--- src/rtl/i2c_target.sv ---
// ============================================================================
// Module  : i2c_target
// Brief   : I2C target endpoint exposing a byte-addressed register file.
//           SCL/SDA are oversampled on clk; SDA is driven open-drain via an
//           output enable. A combinational debug port reads any register.
// Revision: 1.0 - initial release
// ============================================================================
`default_nettype none

module i2c_target #(
  parameter logic [6:0] DEV_ADDR = 7'h39,
  parameter int         PTR_W    = 4
) (
  input  logic             clk,
  input  logic             rst,
  input  logic             scl_i,
  input  logic             sda_i,
  output logic             sda_oe,
  input  logic [PTR_W-1:0] dbg_addr,
  output logic [7:0]       dbg_data,
  output logic             wr_valid,
  output logic [PTR_W-1:0] wr_addr,
  output logic [7:0]       wr_data,
  output logic             busy
);

  localparam int DEPTH = 2 ** PTR_W;

  localparam logic [3:0] S_IDLE      = 4'd0;
  localparam logic [3:0] S_ADDR      = 4'd1;
  localparam logic [3:0] S_ADDR_ACK  = 4'd2;
  localparam logic [3:0] S_PTR       = 4'd3;
  localparam logic [3:0] S_WDATA     = 4'd4;
  localparam logic [3:0] S_WACK      = 4'd5;
  localparam logic [3:0] S_RDATA     = 4'd6;
  localparam logic [3:0] S_RDATA_ACK = 4'd7;
  localparam logic [3:0] S_IGNORE    = 4'd8;

  // bit counter value meaning "next falling edge loads and drives bit 7"
  localparam logic [3:0] CNT_PRIME   = 4'd8;

  logic       scl_s1_q, scl_s2_q, scl_h_q;
  logic       sda_s1_q, sda_s2_q, sda_h_q;

  logic [3:0]       state_q, state_d;
  logic [3:0]       bitcnt_q, bitcnt_d;
  logic [7:0]       shift_q, shift_d;
  logic [PTR_W-1:0] ptr_q, ptr_d;
  logic             oe_q, oe_d;
  logic             busy_q, busy_d;
  logic             ackd_q, ackd_d;
  logic             rw_q, rw_d;
  logic [7:0]       regs_q [DEPTH];

  logic       scl_rise, scl_fall, start_det, stop_det;
  logic       last_bit;
  logic       wr_en;
  logic [7:0] rx_byte;

  assign scl_rise  = scl_s2_q & ~scl_h_q;
  assign scl_fall  = ~scl_s2_q & scl_h_q;
  assign start_det = scl_s2_q & scl_h_q & sda_h_q & ~sda_s2_q;
  assign stop_det  = scl_s2_q & scl_h_q & ~sda_h_q & sda_s2_q;
  assign last_bit  = (bitcnt_q == 4'd7);
  assign rx_byte   = {shift_q[6:0], sda_s2_q};
  assign wr_en     = (state_q == S_WDATA) && scl_rise && last_bit;

  // Two-flop synchronizers plus one history flop per pin; idle bus reads high
  always_ff @(posedge clk or negedge rst) begin
    if (!rst) begin
      scl_s1_q <= 1'b1;
      scl_s2_q <= 1'b1;
      scl_h_q  <= 1'b1;
      sda_s1_q <= 1'b1;
      sda_s2_q <= 1'b1;
      sda_h_q  <= 1'b1;
    end else begin
      scl_s1_q <= scl_i;
      scl_s2_q <= scl_s1_q;
      scl_h_q  <= scl_s2_q;
      sda_s1_q <= sda_i;
      sda_s2_q <= sda_s1_q;
      sda_h_q  <= sda_s2_q;
    end
  end

  // FSM state register
  always_ff @(posedge clk or negedge rst) begin
    if (!rst) begin
      state_q <= S_IDLE;
    end else begin
      state_q <= state_d;
    end
  end

  // FSM next state; STOP and START override every state
  always_comb begin
    state_d = state_q;
    if (stop_det) begin
      state_d = S_IDLE;
    end else if (start_det) begin
      state_d = S_ADDR;
    end else begin
      case (state_q)
        S_ADDR: begin
          if (scl_rise && last_bit) begin
            state_d = (rx_byte[7:1] == DEV_ADDR) ? S_ADDR_ACK : S_IGNORE;
          end
        end
        S_ADDR_ACK: begin
          if (scl_fall && ackd_q) begin
            state_d = rw_q ? S_RDATA : S_PTR;
          end
        end
        S_PTR, S_WDATA: begin
          if (scl_rise && last_bit) begin
            state_d = S_WACK;
          end
        end
        S_WACK: begin
          if (scl_fall && ackd_q) begin
            state_d = S_WDATA;
          end
        end
        S_RDATA: begin
          if (scl_fall && last_bit) begin
            state_d = S_RDATA_ACK;
          end
        end
        S_RDATA_ACK: begin
          if (scl_rise) begin
            state_d = sda_s2_q ? S_IGNORE : S_RDATA;
          end
        end
        default: begin
          state_d = state_q;
        end
      endcase
    end
  end

  // Datapath next values: shifter, bit counter, pointer, SDA enable, busy
  always_comb begin
    bitcnt_d = bitcnt_q;
    shift_d  = shift_q;
    ptr_d    = ptr_q;
    oe_d     = oe_q;
    busy_d   = busy_q;
    ackd_d   = ackd_q;
    rw_d     = rw_q;
    if (stop_det) begin
      oe_d     = 1'b0;
      busy_d   = 1'b0;
      ackd_d   = 1'b0;
      bitcnt_d = 4'd0;
    end else if (start_det) begin
      oe_d     = 1'b0;
      ackd_d   = 1'b0;
      bitcnt_d = 4'd0;
    end else begin
      case (state_q)
        S_ADDR, S_PTR, S_WDATA: begin
          if (scl_rise) begin
            shift_d  = rx_byte;
            bitcnt_d = bitcnt_q + 4'd1;
            if (last_bit) begin
              bitcnt_d = 4'd0;
              if (state_q == S_ADDR) begin
                rw_d = sda_s2_q;
                if (rx_byte[7:1] == DEV_ADDR) begin
                  busy_d = 1'b1;
                end
              end
              if (state_q == S_PTR) begin
                ptr_d = rx_byte[PTR_W-1:0];
              end
              if (state_q == S_WDATA) begin
                ptr_d = ptr_q + 1'b1;
              end
            end
          end
        end
        S_ADDR_ACK, S_WACK: begin
          // first fall pulls SDA for the ACK, second fall ends the ACK slot
          if (scl_fall) begin
            if (!ackd_q) begin
              oe_d   = 1'b1;
              ackd_d = 1'b1;
            end else begin
              ackd_d   = 1'b0;
              bitcnt_d = 4'd0;
              if ((state_q == S_ADDR_ACK) && rw_q) begin
                shift_d = regs_q[ptr_q];
                oe_d    = ~regs_q[ptr_q][7];
              end else begin
                oe_d = 1'b0;
              end
            end
          end
        end
        S_RDATA: begin
          if (scl_fall) begin
            if (bitcnt_q == CNT_PRIME) begin
              shift_d  = regs_q[ptr_q];
              oe_d     = ~regs_q[ptr_q][7];
              bitcnt_d = 4'd0;
            end else if (last_bit) begin
              oe_d     = 1'b0;
              bitcnt_d = 4'd0;
            end else begin
              shift_d  = {shift_q[6:0], 1'b0};
              oe_d     = ~shift_q[6];
              bitcnt_d = bitcnt_q + 4'd1;
            end
          end
        end
        S_RDATA_ACK: begin
          if (scl_rise && !sda_s2_q) begin
            ptr_d    = ptr_q + 1'b1;
            bitcnt_d = CNT_PRIME;
          end
        end
        default: begin
          oe_d = 1'b0;
        end
      endcase
    end
  end

  // Datapath registers
  always_ff @(posedge clk or negedge rst) begin
    if (!rst) begin
      bitcnt_q <= 4'd0;
      shift_q  <= 8'h00;
      ptr_q    <= '0;
      oe_q     <= 1'b0;
      busy_q   <= 1'b0;
      ackd_q   <= 1'b0;
      rw_q     <= 1'b0;
    end else begin
      bitcnt_q <= bitcnt_d;
      shift_q  <= shift_d;
      ptr_q    <= ptr_d;
      oe_q     <= oe_d;
      busy_q   <= busy_d;
      ackd_q   <= ackd_d;
      rw_q     <= rw_d;
    end
  end

  // Register file; a write lands on the edge where the 8th data bit is seen
  always_ff @(posedge clk or negedge rst) begin
    if (!rst) begin
      for (int i = 0; i < DEPTH; i++) begin
        regs_q[i] <= 8'h00;
      end
    end else if (wr_en) begin
      regs_q[ptr_q] <= rx_byte;
    end
  end

  // Outputs; a detected START releases SDA without waiting for the register
  always_comb begin
    sda_oe   = oe_q & ~start_det;
    wr_valid = wr_en;
    wr_addr  = ptr_q;
    wr_data  = rx_byte;
    busy     = busy_q;
    dbg_data = regs_q[dbg_addr];
  end

endmodule

`default_nettype wire

--- config.mk ---
export PLATFORM = sky130hd
export DESIGN_NAME = i2c_target
export DESIGN_NICKNAME = d
export VERILOG_FILES = /design/src/rtl/i2c_target.sv
export SDC_FILE = /design/constraint.sdc
export NUM_CORES = 1
export LEC_CHECK = 0
export CAP_MARGIN = 25
export CORE_MARGIN = 2
export CORE_UTILIZATION = 29
export DETAILED_ROUTE_END_ITERATION = 10
export PLACE_DENSITY_LB_ADDON = 0.12
export SYNTH_ARGS = -nofsm -noshare
export SYNTH_HDL_FRONTEND = slang
export SYNTH_SLANG_ARGS = --single-unit
--- constraint.sdc ---
create_clock -name clk -period 8.1 [get_ports clk]
set_clock_uncertainty 0.1 [all_clocks]
set_input_delay 1.62 -clock clk [delete_from_list [all_inputs] [get_ports clk]]
set_output_delay 1.62 -clock clk [all_outputs]
set_load 0.01 [all_outputs]
==> summary.md, run 1 <==
| Metric | Value |
|---|---|
| Reg2reg start | `wr_addr[1]` |
| GRT Util Overall | `0.173` |
| Clock network fraction of design power | `0.396` |
| IO Pins | `31` |
| Worst hold path depth | `0` |
| Critical-path maximum fanout | `22` |
| Int Pwr | `1.33 mW` |
| Post-synth EDFFs | `0` |
| #FFs+latches synth | `157` |
| Max_cap viols | `0` |
| Starting Density | `0.295` |
| Chip height | `178 microns` |
| Die W | `178 microns` |
| P_leak | `4.15 nW` |
| Syn avg cell area | `13.7 sq um` |
| Design area | `9950 sq um` |
| Max-slew violation count | `0` |
| Worst setup path class | `in2out` |
| # DRC | `0` |
| Setup TNS | `0 ns` |
| Arrival time worst endpoint | `3.82 ns` |
| Max VDD drop | `0.127 mV` |
| Status | `completed` |
| DP HPWL | `16500 microns` |
| Period utilisation layout | `0.683` |
| CTS tree | `yes` |
| Die area | `31600 sq um` |
| CTS root buf | `clkbuf_16` |
| Reg-to-reg endpoint | `regs_q[70]` |
| Worst EP required | `6.38 ns` |
| Syn_nets | `654` |
| Initial antenna violation count | `0` |
| Via density | `5.44` |
| Crit path cell chain | `buf_2 > buf_12 > mux4_2 > mux4_2 > clkdlybuf4s50_1` |
| Hold path start | `sda_s1_q` |
| Crit path time final | `5.54 ns` |
| Pwr Density | `200 nW/um^2` |
| Worst Hold Class | `reg2reg` |
| Core area | `29600 sq um` |
| Flop pwr share | `0.471` |
| H-tree depth | `4` |
| Worst-path clk slew | `0.08 ns` |
| NetSw | `0.654 mW` |
| Worst path slowest cell | `mux4_2` |
| Ys async rst share | `1.00` |
| Largest net degree at the start of global routing | `92` |
| Post_cts resized | `0` |
| Worst hold slack | `0.247 ns` |
| Routed Antenna Nets | `0` |
| CTS Buf Count | `17` |
| Hold worst-path end | `sda_s2_q` |
| Nets | `661` |
| Worst setup SP type | `primary input` |
| Fraction of the yosys area taken by sequential cells | `0.450` |
| Placer Congestion | `0.886` |
| CP delay by family, top | `buffers and inverters` |
| Clock Path Buffers | `2` |
| Slowest cell delay on critical path | `0.53 ns` |
| R2R cell count | `4` |
| Crit end category | `primary output` |
| Top_reg_cell synth | `dfrtp_1` |
| Drt first pass iters | `5` |
| Share of cells above drive strength 1 | `0.426` |
| Buffers & Inverters on Critical Path | `3` |
| Count of final hold-check violations | `0` |
| Vias in the first global route | `6077` |
| Crit. Startpoint | `dbg_addr[0]` |
| Reg2Reg Setup Slack | `5.16 ns` |
| Cell mode on critical path | `mux4_2` |
| IO Port Bufs | `30` |
| Clock Latency Late Sink | `0.43 ns` |
| Post-Syn Area | `8750 sq um` |
| Routed via count | `5716` |
| Comb power frac | `0.132` |
| Worst-margin pin slew | `1.05 ns` |
| Setup Buffers After CTS | `0` |
| Post-Synthesis Cells | `640` |
| Antenna diodes | `0` |
| Area after DPL | `9370 sq um` |
| Rows | `63` |
| Relative slew slack | `0.302` |
| Distinct cell type count after synthesis | `60` |
| First-pass GRT wire length | `39700 microns` |
| RSZ-0062 raised after global routing | `no` |
| Routed len/inst | `24.6 microns` |
| Max frequency | `181 MHz` |
| Synth Warn # | `0` |
| Switching share of power | `0.329` |
| Drt total wl | `25800 microns` |
| Grt ovf | `0` |
| Final setup violation count | `0` |
| CTS Sinks | `157` |
| Initial drt markers | `374` |
| Synth-to-Final Area Change | `13.8%` |
| Hold-fix buffers, CTS | `0` |
[cell families after synthesis]
kind of cell	synth area share
AOI/OAI and AO/OA	0.0717
DFF	0.450
muxes	0.358
adders and majority gates	0.00858
and+or+nand+nor	0.0777
buffers and inverters	0.0322
xor gates and xnor gates	0.00200
[worst reg2reg max path: cells and delay by family (launching register included)]
| kind | cells | cell delay, ns |
|---|---|---|
| simple gates | 2 | 0.88 |
| flops | 1 | 1.04 |
| fa+ha+maj | 1 | 0.37 |
| mux | 1 | 0.42 |
[sequential cells by signal, summed over array words and instances, names as in the netlist]
register,count
ackd_q,1
bitcnt_q,4
busy,1
oe_q,1
regs_q,128
rw_q,1
scl_h_q,1
scl_s1_q,1
scl_s2_q,1
sda_h_q,1
sda_s1_q,1
sda_s2_q,1
shift_q,7
state_q,4
wr_addr,4
[through the flow]
step | utilization | setup slack [ns] | total power, mW | instances
2_1_floorplan | - | 3.22 | 1.07 | 640
3_3_place_gp | 0.315 | 2.26 | 1.21 | 1014
3_5_place_dp | 0.316 | 2.52 | 1.21 | 1017
4_1_cts | 0.336 | 2.52 | 2.00 | 1049
5_1_grt | 0.336 | 2.43 | 2.08 | 1050
6_report | 0.336 | 2.56 | 1.99 | 1050
[power groups by stage]
stage / sequential, mW / combinational (mW) / clock, mW
finish: 0.936 / 0.263 / 0.787
global route: 0.948 / 0.289 / 0.839
CTS: 0.935 / 0.264 / 0.805
detailed placement: 0.950 / 0.263 / 0
global placement: 0.948 / 0.261 / 0
floorplan: 0.857 / 0.217 / 0
[cells in the final DEF, fill, tap and decap left out, types with 5 or more instances in the layout]
cell,instances
ha_1,6
dfrtp_1,149
clkbuf_16,17
nor2b_1,5
nand3_1,8
a22oi_1,16
nand2_1,30
and2_1,5
mux4_2,72
a21o_1,7
a31oi_1,9
nor2_1,24
a21oi_1,13
inv_1,12
nor2_2,12
buf_4,6
clkdlybuf4s50_1,27
mux2_2,129
nor3_1,5
o21ai_0,13
dfstp_2,6
[synthesized netlist by cell type, drive strengths merged (9+ instances only)]
master | n | share of area
dfrtp | 151 | 0.43
mux2 | 130 | 0.17
mux4 | 72 | 0.19
nor2 | 36 | 0.019
nand2 | 34 | 0.016
buf | 27 | 0.017
clkbuf | 24 | 0.010
a22oi | 16 | 0.014
o21ai | 15 | 0.0086
a21oi | 13 | 0.0074
inv | 12 | 0.0051
a31oi | 9 | 0.0064
nor3 | 9 | 0.010
[cell type report]
class / count / area [sq um]
multi-input combinational: 420 / 4530
clock buffer: 18 / 429
sequential: 157 / 3940
clock inverter: 14 / 146
fill: 2935 / 19700
tap: 390 / 488
inverter: 12 / 45.0
timing repair buffer: 39 / 379
[routing by layer]
metal	up-vias	share of wire	global-route usage
li1	2465	-	-
met1	3054	0.47	0.241
met2	161	0.46	0.265
met3	36	0.045	0.0401
met4	0	0.025	0.0540
met5	-	0	0
[how the worst max path moves through the flow]
stage	endpoint	slack (ns)	cells after the start
floorplan	dbg_data[0]	3.22	4
global placement	dbg_data[6]	2.26	4
detailed placement	dbg_data[5]	2.52	5
CTS	dbg_data[5]	2.52	5
global route	dbg_data[6]	2.43	5
finish	dbg_data[5]	2.56	5
(Power assumes the default switching activity.)
==> inputs of run 2 (changes only) <==
clock period = 5.35 ns   (was 8.1 ns; I/O delays follow)
==> run 2 against run 1 <==
Via count down 0.75%. Cell area is 0.29% higher. Register-to-register slack got worse by 2.7 ns. Total power up 55%. Hold slack improved by 0.013 ns. Worst setup slack got worse by 1.6 ns. First-iteration DRC count increased by 17%. Global-route usage down 0.26 points. Sequential power rose by 50%. Critical endpoint is now dbg_data[6]. Largest cell class unchanged. Largest power group unchanged.
==> summary.md, run 2 (synthesized netlist as in run 1, its figures left out) <==
| Metric | Value |
|---|---|
| Worst-margin pin slew | `1.04 ns (-0.00470 ns)` |
| Share of cells above drive strength 1 | `0.427 (+0.000869)` |
| GR met3 Demand/Resource | `0.0407 (+0.000643)` |
| Largest net degree at the start of global routing | `69 (-25%)` |
| Most common cell after layout, fill and taps aside | `dfrtp_1` |
| Max-slew violation count | `0 (unchanged)` |
| Routed Antenna Nets | `0 (unchanged)` |
| Rows | `63 (unchanged)` |
| Synth-to-Final Area Change | `14.1%` |
| Crit end category | `primary output` |
| Post_cts resized | `0 (unchanged)` |
| Vias in the first global route | `5895 (-3.0%)` |
| Reg with most FFs | `regs_q` |
| Routed via count | `5673 (-0.75%)` |
| Max_cap viols | `0 (unchanged)` |
| Setup TNS | `0 ns (unchanged)` |
| Most Used Layer, Global Route | `met2` |
| Via density | `5.40 (-0.85%)` |
| Hold-fix buffers, CTS | `0 (unchanged)` |
| Largest regs | `regs_q x128, shift_q x7` |
| Max reg flops | `128 (unchanged)` |
| Critical-path maximum fanout | `32 (+45%)` |
| GRT Util Overall | `0.170 (-0.00263)` |
| Clock Path Buffers | `2 (unchanged)` |
| Final setup violation count | `0 (unchanged)` |
| CTS tree | `yes` |
| Core area | `29600 sq um (unchanged)` |
| Period utilisation layout | `0.811` |
| Buffers & Inverters on Critical Path | `2 (-1)` |
| H-tree depth | `4 (unchanged)` |
| Pwr Total | `3.07 mW (+55%)` |
| Status | `completed` |
| Initial antenna violation count | `0 (unchanged)` |
| Relative slew slack | `0.302 (+0.000568)` |
| # DRC | `0 (unchanged)` |
| IO Pins | `31 (unchanged)` |
| Met2 Usage GRT | `0.259 (-0.00565)` |
| CP Depth | `4 (-1)` |
| P_leak | `4.16 nW (+0.31%)` |
| Worst hold slack | `0.260 ns (+0.0125 ns)` |
| Clock Latency Late Sink | `0.42 ns (about the same)` |
| Worst path slowest cell | `buf_2` |
| CTS Sinks | `157 (unchanged)` |
| Initial drt markers | `438 (+17%)` |
| R2R cell count | `4 (unchanged)` |
| CTS Buf Count | `17 (unchanged)` |
| Worst EP required | `4.18 ns (-2.20 ns)` |
| Worst-path clk slew | `0.07 ns (about the same)` |
| CTS root buf | `clkbuf_16` |
| Worst setup path class | `in2out` |
| RSZ-0062 raised after global routing | `no` |
| Grt ovf | `0 (unchanged)` |
| Starting Density | `0.295 (unchanged)` |
| IO Port Bufs | `30 (unchanged)` |
| Arrival time worst endpoint | `3.17 ns (-0.65 ns)` |
| Die area | `31600 sq um (unchanged)` |
| Worst setup SP type | `primary input` |
| Pwr Density | `308 nW/um^2 (+54%)` |
| Die W | `178 microns (unchanged)` |
| Setup Buffers After CTS | `0 (unchanged)` |
| Worst Hold Class | `reg2reg` |
| Placer Congestion | `0.864 (-2.5%)` |
| Drt first pass iters | `5 (unchanged)` |
| Antenna diodes | `0 (unchanged)` |
| Crit path cell chain | `buf_2 > mux4_2 > mux4_2 > clkdlybuf4s50_1` |
| CP delay by family, top | `buffers and inverters` |
| Drt total wl | `25300 microns (-2.0%)` |
| Routed len/inst | `24.0 microns (-2.1%)` |
| Max VDD drop | `0.169 mV (+33%)` |
| First-pass GRT wire length | `38800 microns (-2.1%)` |
| Commonest cells after routing, fill and taps aside | `dfrtp_1, mux2_2, mux4_2` |
| Max frequency | `230 MHz` |
| Chip height | `178 microns (unchanged)` |
| Worst hold path depth | `0 (unchanged)` |
| Nets | `662 (+0.15%)` |
| Slowest cell delay on critical path | `0.62 ns (+0.09 ns)` |
| Crit path time final | `4.34 ns` |
| Count of final hold-check violations | `0 (unchanged)` |
| M1 GR Usage | `0.238 (-0.00357)` |
| Fillers | `2954 (+0.65%)` |
| DP HPWL | `16000 microns (-2.9%)` |
| Cell mode on critical path | `mux4_2` |
==> run 2: final timing paths <==
| check | from | endpoint | slack, ns |
|---|---|---|---|
| max | dbg_addr[1] | dbg_data[6] | 1.01 |
| min | sda_s1_q | sda_s2_q | 0.26 |
| max reg2reg | wr_addr[1] | regs_q[69] | 2.44 |
| min reg2reg | sda_s1_q | sda_s2_q | 0.26 |
| max in group asynchronous | rst | regs_q[58] | 3.54 |
| min in group asynchronous | rst | ackd_q | 0.53 |
==> run 2: power by group <==
part	internal, mW	leakage, nW	switching, mW	total [mW]
Combinational	0.168	1.73	0.254	0.422
Sequential	1.23	2.15	0.165	1.40
Clock	0.706	0.289	0.549	1.26
==> run 2: cell type report <==
cell class / instances / area (sq um) / share of cell area
multi-input combinational: 420 / 4530 / 0.454
tap: 390 / 488 / 0.0489
timing repair buffer: 40 / 383 / 0.0384
clock buffer: 18 / 429 / 0.0430
inverter: 12 / 45.0 / 0.00451
sequential: 157 / 3940 / 0.395
clock inverter: 14 / 171 / 0.0172
==> run 2: stage by stage <==
stage	cells	area (sq um)	util	setup WS (ns)
after floorplan	640	8750	-	1.57
after global placement	1018	9370	0.316	1.06
after detailed placement	1019	9380	0.317	0.998
after CTS	1051	9980	0.337	1.00
after global routing	1051	9980	0.337	0.907
final	1051	9980	0.337	1.01
==> run 2: metal layers <==
metal  up-vias  routed length (microns)
li1       2467                        -
met1      3021                    11800
met2       155                    11800
met3        30                     1200
met4         0                      512
met5         -                        0
==> run 2: worst register-to-register path: stages, from the launching register on <==
cell and delay [ns]:
dfrtp_2 1.04, ha_1 0.37, nand2_2 0.14, nor2_2 0.73
mux2_2 0.42
